## src/rtl/i2c_line_conditioner_if.sv

```systemverilog
// rtl/i2c_line_conditioner_if.sv - pad-side and conditioned-side signals of the I2C line conditioner
interface i2c_line_conditioner_if;
  logic SDA_in;
  logic SCL_in;
  logic SDA_sync;
  logic SCL_sync;
  logic SCL_rise;
  logic SCL_fall;
  logic start_found;
  logic stop_found;
  logic bus_busy;
  logic bus_timeout;

  modport slave (
    input  SDA_in, SCL_in,
    output SDA_sync, SCL_sync, SCL_rise, SCL_fall,
           start_found, stop_found, bus_busy, bus_timeout
  );

  modport master (
    output SDA_in, SCL_in,
    input  SDA_sync, SCL_sync, SCL_rise, SCL_fall,
           start_found, stop_found, bus_busy, bus_timeout
  );
endinterface

```

## src/rtl/i2c_line_conditioner.sv

```systemverilog
// rtl/i2c_line_conditioner.sv - SDA/SCL synchroniser, glitch filter, edge/START/STOP detect, bus-busy tracking
// Optional SCL-stuck-low timeout is built only when I2C_BUS_TIMEOUT_EN is defined.
module i2c_line_conditioner #(
  parameter int SYNC_STAGES    = 2,
  parameter int FILTER_LEN     = 4,
  parameter int TIMEOUT_CYCLES = 25000
) (
  input  logic                    clk,
  input  logic                    n_rst,
  i2c_line_conditioner_if.slave   bus
);

  localparam int CW = $clog2(FILTER_LEN + 1);

  typedef enum logic {ST_IDLE, ST_BUSY} state_t;

  // Bit 0 carries SDA, bit 1 carries SCL throughout the line pipeline.
  logic [1:0]    r_sync [SYNC_STAGES];
  logic [1:0]    r_filt;
  logic [CW-1:0] r_cnt [2];
  logic [1:0]    r_prev;
  state_t        r_state;
  state_t        w_state_next;

  logic [1:0] w_raw;
  logic       w_sda;
  logic       w_scl;
  logic       w_sda_prev;
  logic       w_scl_prev;
  logic       w_start;
  logic       w_stop;
  logic       w_timeout;
  logic       w_busy;

  always_ff @(posedge clk or negedge n_rst) begin
    if (!n_rst) begin
      for (int i = 0; i < SYNC_STAGES; i++) r_sync[i] <= 2'b11;
    end else begin
      r_sync[0] <= {bus.SCL_in, bus.SDA_in};
      for (int i = 1; i < SYNC_STAGES; i++) r_sync[i] <= r_sync[i-1];
    end
  end

  assign w_raw = r_sync[SYNC_STAGES-1];

  // A new level is taken only after it has been seen FILTER_LEN cycles in a row.
  always_ff @(posedge clk or negedge n_rst) begin
    if (!n_rst) begin
      r_filt <= 2'b11;
      for (int l = 0; l < 2; l++) r_cnt[l] <= '0;
    end else begin
      for (int l = 0; l < 2; l++) begin
        if (w_raw[l] == r_filt[l]) begin
          r_cnt[l] <= '0;
        end else if (r_cnt[l] == CW'(FILTER_LEN - 1)) begin
          r_filt[l] <= w_raw[l];
          r_cnt[l]  <= '0;
        end else begin
          r_cnt[l] <= r_cnt[l] + 1'b1;
        end
      end
    end
  end

  always_ff @(posedge clk or negedge n_rst) begin
    if (!n_rst) r_prev <= 2'b11;
    else        r_prev <= r_filt;
  end

  assign w_sda      = r_filt[0];
  assign w_scl      = r_filt[1];
  assign w_sda_prev = r_prev[0];
  assign w_scl_prev = r_prev[1];

  // SCL must be high on both sides of the SDA edge, so simultaneous SDA/SCL moves are ignored.
  assign w_start = ~w_sda &  w_sda_prev & w_scl & w_scl_prev;
  assign w_stop  =  w_sda & ~w_sda_prev & w_scl & w_scl_prev;
  assign w_busy  = (r_state == ST_BUSY);

`ifdef I2C_BUS_TIMEOUT_EN
  localparam int TW = (TIMEOUT_CYCLES > 1) ? $clog2(TIMEOUT_CYCLES) : 1;
  logic [TW-1:0] r_to_cnt;

  assign w_timeout = w_busy & ~w_scl & (r_to_cnt == TW'(TIMEOUT_CYCLES - 1));

  always_ff @(posedge clk or negedge n_rst) begin
    if (!n_rst)                          r_to_cnt <= '0;
    else if (!w_busy || w_scl || w_timeout) r_to_cnt <= '0;
    else                                 r_to_cnt <= r_to_cnt + 1'b1;
  end
`else
  assign w_timeout = 1'b0;
`endif

  always_ff @(posedge clk or negedge n_rst) begin
    if (!n_rst) r_state <= ST_IDLE;
    else        r_state <= w_state_next;
  end

  // START wins over a coincident timeout so a fresh transfer is never dropped.
  always_comb begin
    w_state_next = r_state;
    if (w_start)                  w_state_next = ST_BUSY;
    else if (w_stop || w_timeout) w_state_next = ST_IDLE;
  end

  assign bus.SDA_sync    = w_sda;
  assign bus.SCL_sync    = w_scl;
  assign bus.SCL_rise    =  w_scl & ~w_scl_prev;
  assign bus.SCL_fall    = ~w_scl &  w_scl_prev;
  assign bus.start_found = w_start;
  assign bus.stop_found  = w_stop;
  assign bus.bus_busy    = w_busy;
  assign bus.bus_timeout = w_timeout;

endmodule

```

## src/flat_wrapper.sv

```systemverilog
// flat-port wrapper written by rule: the top's interface ports become plain ports
module i2c_line_conditioner_flat 
#(
  parameter int SYNC_STAGES    = 2,
  parameter int FILTER_LEN     = 4,
  parameter int TIMEOUT_CYCLES = 25000
)
  (clk, n_rst, bus_SDA_in, bus_SCL_in, bus_SDA_sync, bus_SCL_sync, bus_SCL_rise, bus_SCL_fall, bus_start_found, bus_stop_found, bus_bus_busy, bus_bus_timeout);
  i2c_line_conditioner_if bus_i ();
  input  logic clk;
  input  logic n_rst;
  input wire logic [$bits(bus_i.SDA_in)-1:0] bus_SDA_in;
  input wire logic [$bits(bus_i.SCL_in)-1:0] bus_SCL_in;
  output wire logic [$bits(bus_i.SDA_sync)-1:0] bus_SDA_sync;
  output wire logic [$bits(bus_i.SCL_sync)-1:0] bus_SCL_sync;
  output wire logic [$bits(bus_i.SCL_rise)-1:0] bus_SCL_rise;
  output wire logic [$bits(bus_i.SCL_fall)-1:0] bus_SCL_fall;
  output wire logic [$bits(bus_i.start_found)-1:0] bus_start_found;
  output wire logic [$bits(bus_i.stop_found)-1:0] bus_stop_found;
  output wire logic [$bits(bus_i.bus_busy)-1:0] bus_bus_busy;
  output wire logic [$bits(bus_i.bus_timeout)-1:0] bus_bus_timeout;
  assign bus_i.SDA_in = bus_SDA_in;
  assign bus_i.SCL_in = bus_SCL_in;
  assign bus_SDA_sync = bus_i.SDA_sync;
  assign bus_SCL_sync = bus_i.SCL_sync;
  assign bus_SCL_rise = bus_i.SCL_rise;
  assign bus_SCL_fall = bus_i.SCL_fall;
  assign bus_start_found = bus_i.start_found;
  assign bus_stop_found = bus_i.stop_found;
  assign bus_bus_busy = bus_i.bus_busy;
  assign bus_bus_timeout = bus_i.bus_timeout;
  i2c_line_conditioner #(.SYNC_STAGES(SYNC_STAGES), .FILTER_LEN(FILTER_LEN), .TIMEOUT_CYCLES(TIMEOUT_CYCLES)) u_core (.clk(clk), .n_rst(n_rst), .bus(bus_i));
endmodule
```

## config.mk

```make
export PLATFORM = sky130hd
export DESIGN_NAME = i2c_line_conditioner_flat
export DESIGN_NICKNAME = d
export VERILOG_FILES = /design/src/rtl/i2c_line_conditioner_if.sv /design/src/rtl/i2c_line_conditioner.sv /design/src/flat_wrapper.sv
export SDC_FILE = /design/constraint.sdc
export NUM_CORES = 1
export LEC_CHECK = 0
export CAP_MARGIN = 40
export CORE_AREA = 2 2 39 41
export DETAILED_ROUTE_END_ITERATION = 6
export DIE_AREA = 0 0 41 43
export PLACE_DENSITY = 0.69
export SETUP_SLACK_MARGIN = 0.02
export SYNTH_ARGS = -nofsm -noshare
export SYNTH_HDL_FRONTEND = slang
export SYNTH_SLANG_ARGS = --single-unit
```

## constraint.sdc

```tcl
create_clock -name clk -period 1.54 [get_ports clk]
set_input_delay 0.308 -clock clk [delete_from_list [all_inputs] [get_ports clk]]
set_output_delay 0.308 -clock clk [all_outputs]
set_load 0.01 [all_outputs]
```

# Word-level counts from Yosys, hierarchy flattened

Cells that the tools add are included.

Divide/modulo/power cells: 0
Add/sub/neg operators: 2
Multipliers: 0
Equal/unequal tests: 4
$lt $le $gt $ge: 0
Bitwise gates (word level): 14
Mux-type cells: 6
Reductions and logical operators: 3
Shift operators: 0

Operators with widths:

| kind                                                | count |
|---|---|
| 2-to-1 mux 3 bit                                    | 4 |
| bitwise AND 1 bit                                   | 8 |
| adder 3 x 1 -> 3 bit, second input constant         | 2 |
| equality test 3 x 2 -> 1 bit, second input constant | 2 |
| NOT 1 bit                                           | 6 |
| AND reduction 2 bit                                 | 2 |
| equality test 1 bit                                 | 2 |
| 2-to-1 mux 1 bit                                    | 2 |
| nonzero test 2 bit                                  | 1 |

Bits in latches: 0
Memories: 0
Input port bits: 4
Memory bits (writable): 0
Flip-flop bits (word level): 15
ROM bits: 0

# Logic depth before layout (Yosys ltp)

Gate-level depths: netlist of run 1.

Depth in word-level cells: 6
Depth in mapped cells: 4
Mapped depth without buffers: 4

# Worst setup path before layout of run 1

Ideal clock, no wire load.

Kind: flip-flop to output port
From: reg u_core.r_filt[0]
To: out bus_stop_found
Stages on the path, launching flop included: 3
Arrival: 0.961 ns
Path slack: 0.271 ns
Required time: 1.232 ns
Buffers on the path: 0
Path through: dfstp_2 > inv_1 > nor3_1

Word-level cells in the longest chain between the ends: 3

RTL lines:

| what                             | line                       | text |
|---|---|---|
| start: declaration               | i2c_line_conditioner.sv:19 | `logic [1:0] r_filt;` |
| start signal: indexed assignment | i2c_line_conditioner.sv:56 | `r_filt[l] <= w_raw[l];` |
| bitwise AND 1 bit (3 in series)  | i2c_line_conditioner.sv:77 | `assign w_stop = w_sda & ~w_sda_prev & w_scl & w_scl_prev;` |
| end: declaration                 | flat_wrapper.sv:19         | `output wire logic [$bits(bus_i.stop_found)-1:0] bus_stop_found;` |

Every way passes these cells.

# Worst setup path in the final report of run 1

From: reg u_core.r_filt[1]
To: out bus_stop_found

Word-level cells in the longest chain between the ends: 2

RTL lines:

| what                            | line |
|---|---|
| bitwise AND 1 bit (2 in series) | i2c_line_conditioner.sv:77 |

Every way passes these cells.

==> summary.txt, run 1 <==
Floorplanning
  – Die width: between 40 and 50 um
  – Core area: 1380 um^2
  – Initial Util: between 40% and 50%
  – Die Ht: between 40 and 50 um
  – FP Rows: 14
  – Full die area: 1760 um^2
  – Io pins: 12

Worst setup path
  – Worst R2R Path Depth: 5
  – Worst Setup End Kind: output port
  – Slowest Stage Delay on Critical Path: 0.56 ns
  – Critical path startpoint category: flop
  – Crit path kind: flop to output port
  – CP Cell Sequence: buf_6 > nand2_2 > nor3_2 > buf_2
  – CP max FO: 3
  – Worst Path Required: 1.23 ns
  – Crit-path slowest cell: dfstp_2
  – Worst EP arrival: 1.25 ns

Global routing
  – First-pass GRT wire length: 1.34 mm
  – Gr ovfl total: 0
  – Pin count of the biggest net entering global routing: 16
  – Initial antenna violation count: 0
  – Vias in the first global route: 339
  – Global Route Usage Sum: 11.6%

Final layout
  – Layout area overhead: 34.4%
  – Share of cells above drive strength 1: 51.6%
  – # diodes: 0
  – Fin cells: 78
  – Nets: 69

STA
  – Unrepaired setup endpoints after global routing: yes
  – Tmin final: 1.55 ns
  – Worst setup margin: -0.0137 ns
  – Worst Skew: 0.0106 ns
  – Slew Viols, Final: 0
  – Tcrit/Tclk final: 101%
  – Worst hold slack: approximately 0.32 ns
  – F_max: 644 MHz
  – Final setup fails: 1
  – Hold Vio Cnt, Final: 0

Routing
  – Via density per instance: about 4.5
  – Final ANT Viol Nets: 0
  – Vias: 350
  – First-pass DRT Iterations: 2
  – Total length of routed wires: 840 um
  – Number of remaining DRC errors: 0
  – Initial DRC count: 3
  – Routed wire length per instance: 10.8 um

Min path
  – Tightest Hold Check Type: primary input to async pin

Place
  – # port buffers: 10
  – Dpl hpwl: 561 um
  – Total placed cells including tap cells: 72
  – RD Place Congestion: 0.611

Run status
  – Status: finished, violations left
  – Failing checks: negative setup slack

Logic synthesis
  – FF+latch count, synth: 15
  – Synth unique cells: 20
  – Yosys warns: 0
  – Mapped cell area: ~570 um^2
  – Sequential-to-total area share from yosys stat: 67.5%
  – Mapped Cells: 41
  – Post-Syn Area per Cell: 13.9 um^2
  – Syn nets: 47

Clock tree
  – Clk slew on worst S/H paths: around 0.1 ns
  – Clk buf depth: 2
  – Clock latency on the worst-skew pair: 0.28 ns
  – Number of CTS-inserted buffers: 3
  – Clock sinks: 15
  – CTS tree: built
  – CTS Hold Buffers Added: 0
  – Root buffer cell: clkbuf_4
  – CTS H-tree lvls: 1

Power and ir drop
  – Power Total: 0.00138 W
  – Maximum vdd drop: 812 uV
  – Leakage: 0.358 nW
  – PwrDens: roughly 1800 nW/um^2

Job
  – Max Cap Viol: 0
kinds of logic (layout without fill, tap and decap cells):
logic type / count (synthesis) / after routing / synth area share (%)
AOI/OAI and AO/OA: 3 / 3 / 3.07
xor gates and xnor gates: 2 / 2 / 3.07
adders and majority gates: 2 / 2 / 4.39
buffers and inverters: 2 / 23 / 1.97
DFF: 15 / 15 / 67.5
muxes: 1 / 1 / 1.97
other: 1 / 1 / 0.657
and+or+nand+nor: 15 / 15 / 17.3
synth_stat cells:
| master | instances | share of area (%) |
|---|---|---|
| nor2_1 | 1 | 0.66 |
| nor2b_2 | 1 | 1.5 |
| nand3_1 | 1 | 0.88 |
| nor3b_2 | 1 | 2.2 |
| o31ai_1 | 1 | 1.3 |
| nor3b_1 | 2 | 2.6 |
| nand2_1 | 2 | 1.3 |
| dfstp_2 | 8 | 37 |
| o21ai_0 | 2 | 1.8 |
| nor3_1 | 2 | 1.8 |
| nor2b_1 | 3 | 3.3 |
| mux2_2 | 1 | 2.0 |
| inv_1 | 1 | 0.66 |
| nor3_2 | 1 | 1.8 |
| and2b_1 | 1 | 1.3 |
| dfrtp_1 | 7 | 31 |
| buf_4 | 1 | 1.3 |
| xnor2_1 | 2 | 3.1 |
| conb_1 | 1 | 0.66 |
| ha_1 | 2 | 4.4 |
state kept, by name, summed over array words and instances (netlist names):
signal and flops:
u_core.r_cnt 6, u_core.r_filt 2, u_core.r_prev 2, u_core.r_sync 2, u_core.w_raw 2, u_core.bus.bus_busy 1
path summary, 6_finish.rpt:
kind	startpoint	end	slack [ns]
max	u_core.r_filt[1]	bus_stop_found	-0.01
min	n_rst	u_core.r_cnt[5]	0.32
max reg2reg	u_core.r_filt[1]	u_core.bus.bus_busy	0.31
min reg2reg	u_core.r_sync[3]	u_core.w_raw[1]	0.35
max in group asynchronous	n_rst	u_core.r_sync[3]	0.97
min in group clk	u_core.r_sync[3]	u_core.w_raw[1]	0.35
worst max-delay path, delay by kind of cell, from the launching register on:
kind	cells	cell delay (ns)
buffers and inverters	2	0.25
flip-flops	1	0.56
AND/OR/NAND/NOR	2	0.15
through the flow:
step	TNS [ns]	instance area, um^2	util (%)	worst slack [ns]
after detailed placement	-0.0962	728	52.6	-0.0636
final	-0.0137	767	55.4	-0.0137
after floorplan	0	571	-	0.271
after CTS	-0.0403	752	54.3	-0.0403
after global placement	-0.0725	728	52.6	-0.0498
after global routing	-0.208	767	55.4	-0.0974
routing by layer:
| layer | GRT usage [%] | routed length (um) |
|---|---|---|
| met5 | 0 | 0 |
| met4 | 6.00 | 0 |
| met3 | 4.71 | 56 |
| met2 | 16.9 | 425 |
| met1 | 14.1 | 358 |
power breakdown:
group	total [W]	internal, W	switching [W]
Sequential	0.000617	0.000545	0.0000712
Combinational	0.000543	0.000301	0.000242
Clock	0.000223	0.0000985	0.000124
cell usage in the layout, fill, tap and decap left out, types with 2 or more instances in the layout:
cell,synthesis,routed
buf_2,0,4
buf_4,1,7
clkbuf_4,0,3
clkdlybuf4s50_1,0,3
dfrtp_1,7,7
dfstp_2,8,8
ha_1,2,2
nor2b_1,3,3
nor3_2,1,2
nor3b_1,2,2
o21ai_0,2,2
xnor2_1,2,2
area by class of cell:
cell class              instances  area (um^2)
clock buffers                   3         22.5
repair buffers                 18          141
inverters                       1         3.75
fillers                       129          617
well taps                      16         20.0
multi-input cells              24          186
flip-flops and latches         15          385
clock inverters                 1         7.51
repair_timing:
action,CTS,global route
cloned,0,0
setup endpoints to repair,6,6
buffers inserted,2,0
gates resized for setup,19,7
Power figures use the tool's default switching activity.
==> run 2: changes to the inputs <==
- ABC_AREA: not set -> 0
- GPL_TIMING_DRIVEN: not set -> 1
- clock period: 1.54 -> 1.45 ns (I/O delays scaled with it)
==> summary.txt, run 2 (synthesis results as in run 1) <==
Run status
  – Status: finished, violations left
  – Failing checks: negative setup slack

Worst setup path
  – CP bufs+invs: 2 (unchanged)
  – Reg-to-Reg End: u_core.r_cnt[1]
  – CP max FO: 4 (+1)
  – Crit path kind: flop to output port
  – Worst EP arrival: 1.19 ns (-0.06 ns)
  – Worst R2R Path Depth: 4 (-1)
  – R2r setup slk: 0.26 ns (-0.05 ns)
  – Critical Path Start: u_core.r_filt[1]
  – CP Cell Sequence: buf_6 > nand3_4 > nor2_1 > buf_2
  – CP Capture Point: bus_start_found
  – Worst Path Required: 1.16 ns (-0.07 ns)
  – Critical path startpoint category: flop
  – WP depth: 4 (unchanged)
  – Crit-path slowest cell: dfstp_2
  – Slowest Stage Delay on Critical Path: 0.56 ns (about the same)
  – Worst Setup End Kind: output port
  – Critical R2R Launch: u_core.r_filt[1]
  – CP delay by family, top: flip-flops

STA
  – Slew Viols, Final: 0 (unchanged)
  – Tcrit/Tclk final: 102%
  – Tmin final: 1.48 ns
  – Hold Vio Cnt, Final: 0 (unchanged)
  – Unrepaired setup endpoints after global routing: yes
  – Setup TNS: -0.0589 ns (-0.0452 ns)
  – Worst Skew: 0.00662 ns (-0.00401 ns)
  – Worst setup margin: -0.0338 ns (-0.0201 ns)
  – Final setup fails: 2 (+1)
  – F_max: 674 MHz

Global routing
  – Vias in the first global route: 350 (+3.2%)
  – Gr ovfl total: 0 (unchanged)
  – First-pass GRT wire length: 1.39 mm (+4.1%)
  – Pin count of the biggest net entering global routing: 16 (unchanged)
  – Global Route Usage Sum: 12.2% (+0.59 points)
  – Initial antenna violation count: 0 (unchanged)

Routing
  – Total length of routed wires: 832 um (-0.95%)
  – Routed wire length per instance: 10.7 um (-0.95%)
  – Via density per instance: 4.53 (+0.86%)
  – Final ANT Viol Nets: 0 (unchanged)
  – Initial DRC count: 4 (+1)
  – Vias: 353 (+0.86%)
  – First-pass DRT Iterations: 2 (unchanged)
  – Number of remaining DRC errors: 0 (unchanged)

Min path
  – Tightest Hold Check Type: primary input to async pin

Clock tree
  – CTS Hold Buffers Added: 0 (unchanged)
  – Number of CTS-inserted buffers: 3 (unchanged)
  – Clk slew on worst S/H paths: 0.09 ns (about the same)
  – Clk buf depth: 2 (unchanged)
  – CTS H-tree lvls: 1 (unchanged)
  – Root buffer cell: clkbuf_4
  – Clock latency on the worst-skew pair: 0.27 ns (about the same)
  – CTS tree: built
  – Clock sinks: 15 (unchanged)

Final layout
  – Share of cells above drive strength 1: 51.6% (unchanged)
  – Most common cell after layout, fill and taps aside: dfstp_2
  – Commonest cells after routing, fill and taps aside: dfstp_2, buf_4, dfrtp_1
  – Layout area overhead: 33.3%
  – Fin cells: 78 (unchanged)
  – Largest register FFs: 6 (unchanged)
  – # diodes: 0 (unchanged)
  – Top reg by flops: u_core.r_cnt
  – Nets: 69 (unchanged)

Power and ir drop
  – Maximum vdd drop: 752 uV (-7.4%)
  – PwrDens: 1910 nW/um^2 (+5.8%)
  – Leakage: 0.353 nW (-1.4%)

Floorplanning
  – Io pins: 12 (unchanged)
  – Die Ht: 43 um (unchanged)
  – Core area: 1380 um^2 (unchanged)
  – FP Rows: 14 (unchanged)
  – Full die area: 1760 um^2 (unchanged)
  – Die width: 41 um (unchanged)
  – Initial Util: 41.2% (unchanged)

Place
  – RD Place Congestion: 0.634 (+3.6%)
  – Dpl hpwl: 603 um (+7.3%)
  – Total placed cells including tap cells: 72 (unchanged)
  – # port buffers: 10 (unchanged)

Job
  – Max Cap Viol: 0 (unchanged)
-- run 2: worst min path at each step --
| stage | start | endpoint | slack [ns] | cells after the start |
|---|---|---|---|---|
| 3_3_place_gp | u_core.r_sync[3] | u_core.w_raw[1] | 0.35 | 0 |
| 2_1_floorplan | n_rst | u_core.bus.bus_busy | -0.006 | 0 |
| 4_1_cts | n_rst | u_core.bus.bus_busy | 0.31 | 2 |
| 3_5_place_dp | u_core.r_sync[2] | u_core.w_raw[0] | 0.35 | 0 |
| 5_1_grt | n_rst | u_core.bus.bus_busy | 0.32 | 2 |
| 6_report | n_rst | u_core.r_cnt[1] | 0.32 | 2 |
-- run 2: area by class of cell --
| cell class | instances | area [um^2] |
|---|---|---|
| repair buffers | 18 | 133 |
| clock buffers | 3 | 22.5 |
| well taps | 16 | 20.0 |
| fillers | 128 | 623 |
| multi-input cells | 24 | 191 |
| flip-flops and latches | 15 | 385 |
| clock inverters | 1 | 5.00 |
| inverters | 1 | 3.75 |
-- run 2: layer usage --
layer / GRT usage (%) / share of wire, %
met2: 18.8 / 49
met4: 6.00 / 0.72
met3: 4.71 / 6.7
met5: 0 / 0
met1: 14.0 / 43
-- run 2: through the flow --
step	setup WS, ns	util, %	cell area [um^2]	hold WS [ns]	power (W)
3_3_place_gp	-0.122	52.6	728	0.346	0.00120
2_1_floorplan	0.199	-	571	-0.00559	0.000915
3_5_place_dp	-0.135	52.6	728	0.348	0.00123
5_1_grt	-0.110	55.0	761	0.325	0.00158
4_1_cts	-0.0651	53.8	744	0.314	0.00144
6_report	-0.0338	55.0	761	0.317	0.00145
-- run 2: timing repair --
action,4_1_cts,5_1_grt
pin swaps,1,1
setup buffers,2,0
endpoints found under the setup margin,7,4
gates resized for setup,26,3
-- run 2: worst reg2reg max path, delay by kind of cell, from the launching register on --
family / cells / cell delay [ns]
XOR/XNOR: 1 / 0.20
buffers and inverters: 2 / 0.22
AND/OR/NAND/NOR: 1 / 0.10
flip-flops: 1 / 0.56
-- run 2: report_power, final --
| group | internal [W] | leakage, nW | switching (W) | total (W) |
|---|---|---|---|---|
| clock network | 0.000102 | 0.0177 | 0.000120 | 0.000222 |
| logic | 0.000308 | 0.160 | 0.000255 | 0.000563 |
| registers | 0.000580 | 0.175 | 0.0000850 | 0.000665 |
==> run 3: changes to the inputs <==
- CAP_MARGIN: 40 -> 15
==> results of run 3 <==
No change in the layout: final DEF, timing and power equal those of run 2.
